$ cat config.mk
export PLATFORM = sky130hd
export DESIGN_NAME = wm_cycle_sequencer
export DESIGN_NICKNAME = d
export VERILOG_FILES = /design/src/rtl/wm_pkg.sv /design/src/rtl/wm_phase_duration.sv /design/src/rtl/wm_cycle_sequencer.sv
export SDC_FILE = /design/constraint.sdc
export NUM_CORES = 1
export LEC_CHECK = 0
export BUFFER_PORTS_ARGS = -buffer_cell sky130_fd_sc_hd__buf_2
export CAP_MARGIN = 20
export CELL_PAD_IN_SITES_DETAIL_PLACEMENT = 1
export CELL_PAD_IN_SITES_GLOBAL_PLACEMENT = 1
export CORE_ASPECT_RATIO = 1.25
export CORE_MARGIN = 2
export CORE_UTILIZATION = 29
export CTS_CLUSTER_DIAMETER = 100
export DETAILED_ROUTE_END_ITERATION = 7
export PLACE_DENSITY = 0.88
export SLEW_MARGIN = 20
export SYNTH_ARGS = -nofsm -noshare
export SYNTH_HDL_FRONTEND = slang
export SYNTH_SLANG_ARGS = --single-unit
$ cat constraint.sdc
create_clock -name clk -period 1.8 [get_ports clk]
set_clock_uncertainty 0.2 [all_clocks]
set_input_delay 0.36 -clock clk [delete_from_list [all_inputs] [get_ports clk]]
set_output_delay 0.36 -clock clk [all_outputs]
set_load 0.05 [all_outputs]
$ cat src/rtl/wm_pkg.sv
// Shared types and constants for the washing machine programme sequencer.
// The optional DRY phase is enabled by defining WM_DRY_PHASE_EN.
package wm_pkg;

    localparam int unsigned TIMER_W = 32;
    localparam int unsigned PHASE_W = 3;

    typedef enum logic [PHASE_W-1:0] {
        PH_IDLE  = 3'd0,
        PH_FILL  = 3'd1,
        PH_WASH  = 3'd2,
        PH_RINSE = 3'd3,
        PH_SPIN  = 3'd4,
        PH_DRY   = 3'd5
    } phase_t;

    localparam logic [TIMER_W-1:0] DEF_FILL_TIME  = 32'd2;
    localparam logic [TIMER_W-1:0] DEF_WASH_TIME  = 32'd5;
    localparam logic [TIMER_W-1:0] DEF_RINSE_TIME = 32'd2;
    localparam logic [TIMER_W-1:0] DEF_SPIN_TIME  = 32'd1;
    localparam logic [TIMER_W-1:0] DEF_DRY_TIME   = 32'd3;

endpackage

$ cat src/rtl/wm_phase_duration.sv
// Combinational lookup from a wash phase to its timer duration in base units.
module wm_phase_duration
    import wm_pkg::*;
#(
    parameter logic [TIMER_W-1:0] FILL_TIME  = DEF_FILL_TIME,
    parameter logic [TIMER_W-1:0] WASH_TIME  = DEF_WASH_TIME,
    parameter logic [TIMER_W-1:0] RINSE_TIME = DEF_RINSE_TIME,
    parameter logic [TIMER_W-1:0] SPIN_TIME  = DEF_SPIN_TIME,
    parameter logic [TIMER_W-1:0] DRY_TIME   = DEF_DRY_TIME
) (
    input  phase_t              phase,
    output logic [TIMER_W-1:0]  duration
);

    always_comb begin
        duration = '0;
        case (phase)
            PH_FILL:  duration = FILL_TIME;
            PH_WASH:  duration = WASH_TIME;
            PH_RINSE: duration = RINSE_TIME;
            PH_SPIN:  duration = SPIN_TIME;
            PH_DRY:   duration = DRY_TIME;
            default:  duration = '0;
        endcase
    end

endmodule

$ cat src/rtl/wm_cycle_sequencer.sv
// Washing machine programme sequencer: walks FILL/WASH/RINSE/SPIN and drives the
// downstream timer. Define WM_DRY_PHASE_EN to insert a DRY phase after SPIN.
module wm_cycle_sequencer
    import wm_pkg::*;
#(
    parameter logic [TIMER_W-1:0] FILL_TIME  = DEF_FILL_TIME,
    parameter logic [TIMER_W-1:0] WASH_TIME  = DEF_WASH_TIME,
    parameter logic [TIMER_W-1:0] RINSE_TIME = DEF_RINSE_TIME,
    parameter logic [TIMER_W-1:0] SPIN_TIME  = DEF_SPIN_TIME,
    parameter logic [TIMER_W-1:0] DRY_TIME   = DEF_DRY_TIME
) (
    input  logic                clk,
    input  logic                rst,
    input  logic                coin_in,
    input  logic                double_wash,
    input  logic                lid_open,
    input  logic                timer_done,
    output logic [TIMER_W-1:0]  timer_value,
    output logic                timer_start,
    output logic                timer_enable,
    output logic [PHASE_W-1:0]  phase,
    output logic                busy,
    output logic                wash_done
);

    phase_t                state_q;
    phase_t                next_phase_c;
    logic                  dw_q;
    logic                  pass_q;
    logic                  done_q_c;
    logic                  pausable_c;
    logic [TIMER_W-1:0]    next_dur_c;

    assign phase = state_q;

    // Stale done from the previous phase is ignored during the start cycle.
    assign done_q_c = timer_done & timer_enable & ~timer_start;

    always_comb begin
        pausable_c = (state_q == PH_SPIN);
`ifdef WM_DRY_PHASE_EN
        pausable_c = pausable_c | (state_q == PH_DRY);
`endif
    end

    // Successor of the current phase; IDLE maps to FILL for the coin start.
    always_comb begin
        next_phase_c = PH_IDLE;
        case (state_q)
            PH_IDLE:  next_phase_c = PH_FILL;
            PH_FILL:  next_phase_c = PH_WASH;
            PH_WASH:  next_phase_c = PH_RINSE;
            PH_RINSE: next_phase_c = (dw_q && !pass_q) ? PH_WASH : PH_SPIN;
`ifdef WM_DRY_PHASE_EN
            PH_SPIN:  next_phase_c = PH_DRY;
`else
            PH_SPIN:  next_phase_c = PH_IDLE;
`endif
            PH_DRY:   next_phase_c = PH_IDLE;
            default:  next_phase_c = PH_IDLE;
        endcase
    end

    wm_phase_duration #(
        .FILL_TIME  (FILL_TIME),
        .WASH_TIME  (WASH_TIME),
        .RINSE_TIME (RINSE_TIME),
        .SPIN_TIME  (SPIN_TIME),
        .DRY_TIME   (DRY_TIME)
    ) u_phase_duration (
        .phase    (next_phase_c),
        .duration (next_dur_c)
    );

    always_ff @(posedge clk) begin
        if (rst) begin
            state_q      <= PH_IDLE;
            timer_value  <= '0;
            timer_start  <= 1'b0;
            timer_enable <= 1'b0;
            busy         <= 1'b0;
            wash_done    <= 1'b0;
            dw_q         <= 1'b0;
            pass_q       <= 1'b0;
        end else if (state_q == PH_IDLE) begin
            if (coin_in) begin
                state_q      <= next_phase_c;
                timer_value  <= next_dur_c;
                timer_start  <= 1'b1;
                timer_enable <= 1'b0;
                busy         <= 1'b1;
                wash_done    <= 1'b0;
                dw_q         <= double_wash;
                pass_q       <= 1'b0;
            end
        end else if (timer_start) begin
            timer_start  <= 1'b0;
            timer_enable <= ~(pausable_c & lid_open);
        end else if (done_q_c) begin
            state_q <= next_phase_c;
            if (state_q == PH_RINSE && next_phase_c == PH_WASH) begin
                pass_q <= 1'b1;
            end
            if (next_phase_c == PH_IDLE) begin
                timer_value  <= '0;
                timer_start  <= 1'b0;
                timer_enable <= 1'b0;
                busy         <= 1'b0;
                wash_done    <= 1'b1;
            end else begin
                timer_value  <= next_dur_c;
                timer_start  <= 1'b1;
                timer_enable <= 1'b0;
            end
        end else begin
            // Lid only gates the timer in the spin/dry phases.
            timer_enable <= ~(pausable_c & lid_open);
        end
    end

endmodule
== Word-level counts from Yosys, hierarchy flattened ==
Index checks and enable logic that the tools add are counted.

* Bits in registers: 41
* Input bits: 6

* Equality and inequality tests: 11
* Multiplexer cells: 33
* Bitwise logic cells: 5
* Reductions and logical operators: 13

{| class="wikitable"
|+ Operator list
! operator !! count
|-
| 32-bit 2-to-1 mux || 5
|-
| 3-bit one-hot mux with 4 select lines || 2
|-
| 1-bit 2-to-1 mux || 21
|-
| 3-bit 2-to-1 mux || 5
|-
| 3-bit by 2-bit == test with 1-bit output, second input constant || 4
|-
| 3-bit == test, second input constant || 3
|-
| 4-bit AND reduction || 2
|-
| 3-bit by 1-bit == test with 1-bit output, second input constant || 2
|-
| 3-bit logical NOT || 2
|-
| 2-bit nonzero test || 3
|-
| 1-bit bitwise AND || 3
|-
| 3-bit AND reduction || 1
|-
| 1-bit logical AND || 2
|-
| 2-bit by 1-bit != test with 1-bit output, second input constant || 1
|-
| 2-bit != test, second input constant || 1
|-
| 1-bit inverter || 2
|-
| 2-bit AND reduction || 1
|-
| 2-bit OR reduction || 1
|-
| 1-bit logical NOT || 1
|}

== Depth between registers and ports, before layout ==
* Depth after elaboration: 11
* Mapped depth: 4
* Mapped depth without buffers: 3

== Cells and area by module ==
Synthesis repeated with hierarchy kept, for this count alone.

* Cells, all modules: 230
* Area, all modules: 2163.3 um2

{| class="wikitable"
|+ Modules (own cells, without submodules)
! module !! instances !! cells an instance !! area each (um2)
|-
| wm_cycle_sequencer || 1 || 196 || 1910.6
|-
| wm_phase_duration || 1 || 34 || 252.7
|}

== Least setup slack after synthesis ==
No wires, ideal clock.

* Kind: reg-to-reg
* Start point: reg timer_enable
* End point: reg state_q[2], in the netlist phase[2]
* Setup time: 0.070 ns
* Data arrival time: 1.532 ns
* Data required time: 1.530 ns
* Path slack: -0.003 ns
* Stages on the path, launching flop included: 4
* Clock period less this slack: 1.803 ns
* Cells stage by stage: dfxtp_1 > nand3b_1 > or4_1 > a21oi_1

* Cells in the longest elaborated chain, start to end: 4

{| class="wikitable"
|+ Ends and longest elaborated chain
! item !! line !! RTL
|-
| start: declaration || wm_cycle_sequencer.sv:20 || <nowiki>output logic timer_enable,</nowiki>
|-
| start signal: assignment || wm_cycle_sequencer.sv:98 || <nowiki>timer_enable <= ~(pausable_c & lid_open);</nowiki>
|-
| start signal: assignment || wm_cycle_sequencer.sv:117 || <nowiki>timer_enable <= ~(pausable_c & lid_open);</nowiki>
|-
| 1-bit bitwise AND (2 in a row) || wm_cycle_sequencer.sv:37 || <nowiki>assign done_q_c = timer_done & timer_enable & ~timer_start;</nowiki>
|-
| 2-bit nonzero test (no source line) || -- ||
|-
| 3-bit AND reduction (no source line) || -- ||
|-
| end signal: assignment || wm_cycle_sequencer.sv:87 || <nowiki>state_q <= next_phase_c;</nowiki>
|-
| end signal: assignment || wm_cycle_sequencer.sv:100 || <nowiki>state_q <= next_phase_c;</nowiki>
|-
| end: declaration || wm_cycle_sequencer.sv:26 || <nowiki>phase_t state_q;</nowiki>
|}

Every way passes these cells.
A chain may end at the register's enable or synchronous reset.

== Worst setup path after layout ==
* Start point: reg state_q[2], in the netlist phase[2]
* End point: out phase[2]

{| class="wikitable"
|+ RTL lines
! item !! line !! RTL
|-
| end: declaration || wm_cycle_sequencer.sv:21 || <nowiki>output logic [PHASE_W-1:0] phase,</nowiki>
|}

No word-level cell between the ends.

==> results.md <==
Synthesis:
- After synthesis, the most frequently instantiated cells are sky130_fd_sc_hd__buf_4 (30), sky130_fd_sc_hd__dfxtp_1 (11), sky130_fd_sc_hd__a21oi_1 (6).
- For this run, the number of Yosys warnings is 0.
- Sequential cells were found to cover 29.9% of the synthesized design area.
- The cell accounting for the most synthesized area is sky130_fd_sc_hd__buf_4.
- After synthesis the netlist holds a flip-flop and latch count of 11.
- Counting flops with an async set or reset pin after synthesis yields a share of 0%.
- The count of distinct cell types in the synthesized netlist is 30.
- The post-synthesis cell count is 85.
- In the post-synthesis netlist, the biggest area contributors are sky130_fd_sc_hd__buf_4 (31%), sky130_fd_sc_hd__dfxtp_1 (30%), sky130_fd_sc_hd__a21oi_1 (4.1%), sky130_fd_sc_hd__nor4b_4 (3.2%), sky130_fd_sc_hd__a32o_1 (2.7%).
- The number of enable flip-flop cells after synthesis is 0.
- The predominant post-synthesis flop cell is sky130_fd_sc_hd__dfxtp_1.
- The synthesized area per cell is 8.67 sq um.
- The synthesized netlist occupies a cell area of 737 sq um.
- Among all cell types in the netlist, the one instantiated most often is sky130_fd_sc_hd__buf_4.
- After synthesis, the largest area contributor takes up 30.6% of total cell area.

Final layout:
- Summing all multi-input logic gate instances after layout gives 373 sq um.
- The number of antenna diodes is 0.
- The post-layout utilization of the core is 31.1%.
- In the final layout, the share of cells above drive strength 1 is 21.8%.
- After the last flow step, the layout net total stands at 108.
- The total of fill cells in the finished design is 317.
- The area added between synthesis and finish is 2.55%.
- The area taken by flip-flops and latches is 221 sq um.

Critical path:
- The sort of element at the end of the critical path is an output port.
- The highest fanout seen on the critical path is 10.
- The critical path starts at phase[2]$_SDFFE_PP0P_.
- The kind of cell with the highest combined delay along the critical path is flip-flops.
- The critical-path cell with the highest stage delay is sky130_fd_sc_hd__dfxtp_1.
- At the worst endpoint, the arrival time is 1.16 ns.
- STA classifies the critical path startpoint as a register.
- In this design, the stage delay of the slowest critical-path cell is 0.55 ns.
- The critical path in this run is classified as register to output port.
- The worst register-to-register path begins at phase[2]$_SDFFE_PP0P_.
- For the worst setup path, the data required time is 1.24 ns.
- Counting both buffers and inverters, the worst setup path holds a total of 1.
- The critical path goes through buf_2.

Clocking:
- The post-CTS resize count is 0.
- The clock buffer count from CTS is 3.
- The clock passes through at most 2 buffers.
- The number of hold buffers added after cts is 0.
- TritonCTS built the clock tree.
- The level count of the clock H-tree is 1.
- The buffer type at the clock tree root is sky130_fd_sc_hd__clkbuf_4.
- The clock transition at the register clock pins on the worst setup and hold paths after CTS is 0.07 ns.
- The count of clock tree sinks is 11.
- The clock reaches the later pin of the worst-skew pair after 0.27 ns.
- The buffer count from post-CTS setup fixing is 0.

Global routing:
- The total routing resource utilization after global routing is 9.85%.
- Entering global routing, the biggest net connects 12 pins.
- In the global route stage, met2 resource usage came out at 18.9%.
- In the global route stage, met1 resource usage came out at 8.94%.
- In the global route stage, met3 resource usage came out at 3.20%.
- After global routing, the most crowded layer is met2.
- The overall overflow remaining after global route is 0.
- The first global-routing pass estimated 2210 um of wire.
- The initial antenna violation count is 0.
- The number of global-route vias before repair is 527.

Floorplan:
- In this run the standard cell core region covers 2430 sq um.
- In this run the count of I/O pins placed on the die edge is 45.
- The starting density of the core is 30.4%.
- The die extent in y is 60.4 um.
- The row count is 20.
- The die covers 2960 sq um.
- The floorplan step set the die width to 49.1 um.

Hold path:
- The type of the worst min-delay path is input port to register.
- The start point of the worst min-delay path is double_wash.

Drt:
- In the routed design, unresolved DRC markers number 0.
- The number of iterations in the first detailed-routing pass is 3.
- For this block, the via count after detailed routing is 581.
- The number of vias per cell is 4.34.
- The number of antenna-violating nets in the routed design is 0.
- The total detailed-routing wirelength is 1480 um.
- The average wire length per cell after detail routing is 11.1 um.
- The number of DRC markers in iteration 0 is 3.

Placed design:
- In this run the tool buffered the top-level ports with 15 buffer cells.
- The global placement routability congestion is 0.816.
- The half-perimeter wire length of the detailed placement result is 1210 um.

Power and ir drop:
- The relative contribution of combinational cells to total power is 37.6%.
- The sequential share of power is 38.8%.
- The total power after layout is 0.000709 W.
- For this design the total switching power over the nets is 0.000323 W.
- The leakage power total is 0.361 nW.
- The ratio of total power to cell area is 939 nW/um^2.
- IR analysis of the VDD net gives a maximum drop of 0.299 mV.
- The fraction of power spent switching nets is 45.5%.
- The internal portion of total power is 0.000386 W.
- The clock network fraction of total power is 23.6%.

Timing:
- The final-report max-slew violation count is 0.
- For the final routed database, the setup TNS stands at 0 ns.
- For this run, the top clock speed supported by timing is 582 MHz.
- The total of endpoints with negative setup slack in the final report is 0.
- Setup repair after global routing left no endpoint under its margin.
- The number of endpoints with negative hold slack in the final report came to 0.
- The time the worst path needs with I/O delays and setup is 1.72 ns.
- After layout, the worst path uses 95.5% of the clock period.

Outcome:
- The run finished with clean final reports.

Run:
- The count of max-cap constraint violations is 0.
[per-layer routing]
metal	share of wire, %	vias up
li1	-	269
met1	35	280
met2	56	27
met3	6.8	5
met4	2.6	0
met5	0	-
[worst paths after layout]
check,end,slack (ns),cells after the start
worst max-delay path,phase[2],0.08,1
worst min-delay path,dw_q$_SDFFE_PP0P_,0.14,3
worst max register to register,timer_enable$_SDFFE_PP0P_,0.16,3
worst min register to register,wash_done$_SDFFE_PP0P_,0.27,2
[power groups by stage]
stage	Sequential, W	Clock (W)	Combinational [W]
floorplan	0.000317	0	0.000243
global placement	0.000280	0	0.000262
detailed placement	0.000281	0	0.000266
CTS	0.000276	0.000175	0.000266
global route	0.000278	0.000193	0.000279
finish	0.000275	0.000167	0.000267
[stage by stage]
step / setup WS, ns / area (sq um) / hold WS, ns / cells
4_1_cts: 0.0805 / 756 / 0.140 / 134
2_1_floorplan: 0.0210 / 843 / 0.246 / 113
6_report: 0.0810 / 756 / 0.136 / 134
3_3_place_gp: 0.279 / 729 / 0.261 / 130
3_5_place_dp: 0.177 / 729 / 0.268 / 130
5_1_grt: 0.0161 / 756 / 0.141 / 134
[placed cells by master, fill, tap and decap left out, types with 2 or more instances in the layout]
cell,count
sky130_fd_sc_hd__a21oi_1,6
sky130_fd_sc_hd__a32o_1,2
sky130_fd_sc_hd__buf_2,15
sky130_fd_sc_hd__buf_4,2
sky130_fd_sc_hd__clkbuf_4,3
sky130_fd_sc_hd__conb_1,29
sky130_fd_sc_hd__dfxtp_1,10
sky130_fd_sc_hd__mux2i_1,2
sky130_fd_sc_hd__nand2_1,3
sky130_fd_sc_hd__nand2b_1,2
sky130_fd_sc_hd__nand3_1,2
sky130_fd_sc_hd__nor2_1,4
sky130_fd_sc_hd__nor2b_1,2
sky130_fd_sc_hd__nor3_1,2
[final cells by class]
cell class              count  area share [%]
inverters                   1           0.497
multi-input cells          68            49.3
flip-flops and latches     11            29.3
repair buffers             17            11.9
clock buffers               4            3.48
well taps                  33            5.46
[flip-flops by register name, indices dropped and copies added (netlist names)]
| signal | flops |
|---|---|
| busy | 1 |
| wash_done | 1 |
| timer_value | 3 |
| pass_q | 1 |
| dw_q | 1 |
| timer_enable | 1 |
| phase | 2 |
| timer_start | 1 |
[cell families after synthesis]
family	count (synthesis)	synth area share [%]
buffers and inverters	34	33.8
and+or+nand+nor	25	22.1
AOI/OAI and AO/OA	12	11.0
DFF	11	29.9
muxes	2	2.72
other	1	0.509
No activity file was read; power rests on OpenSTA's default activity.
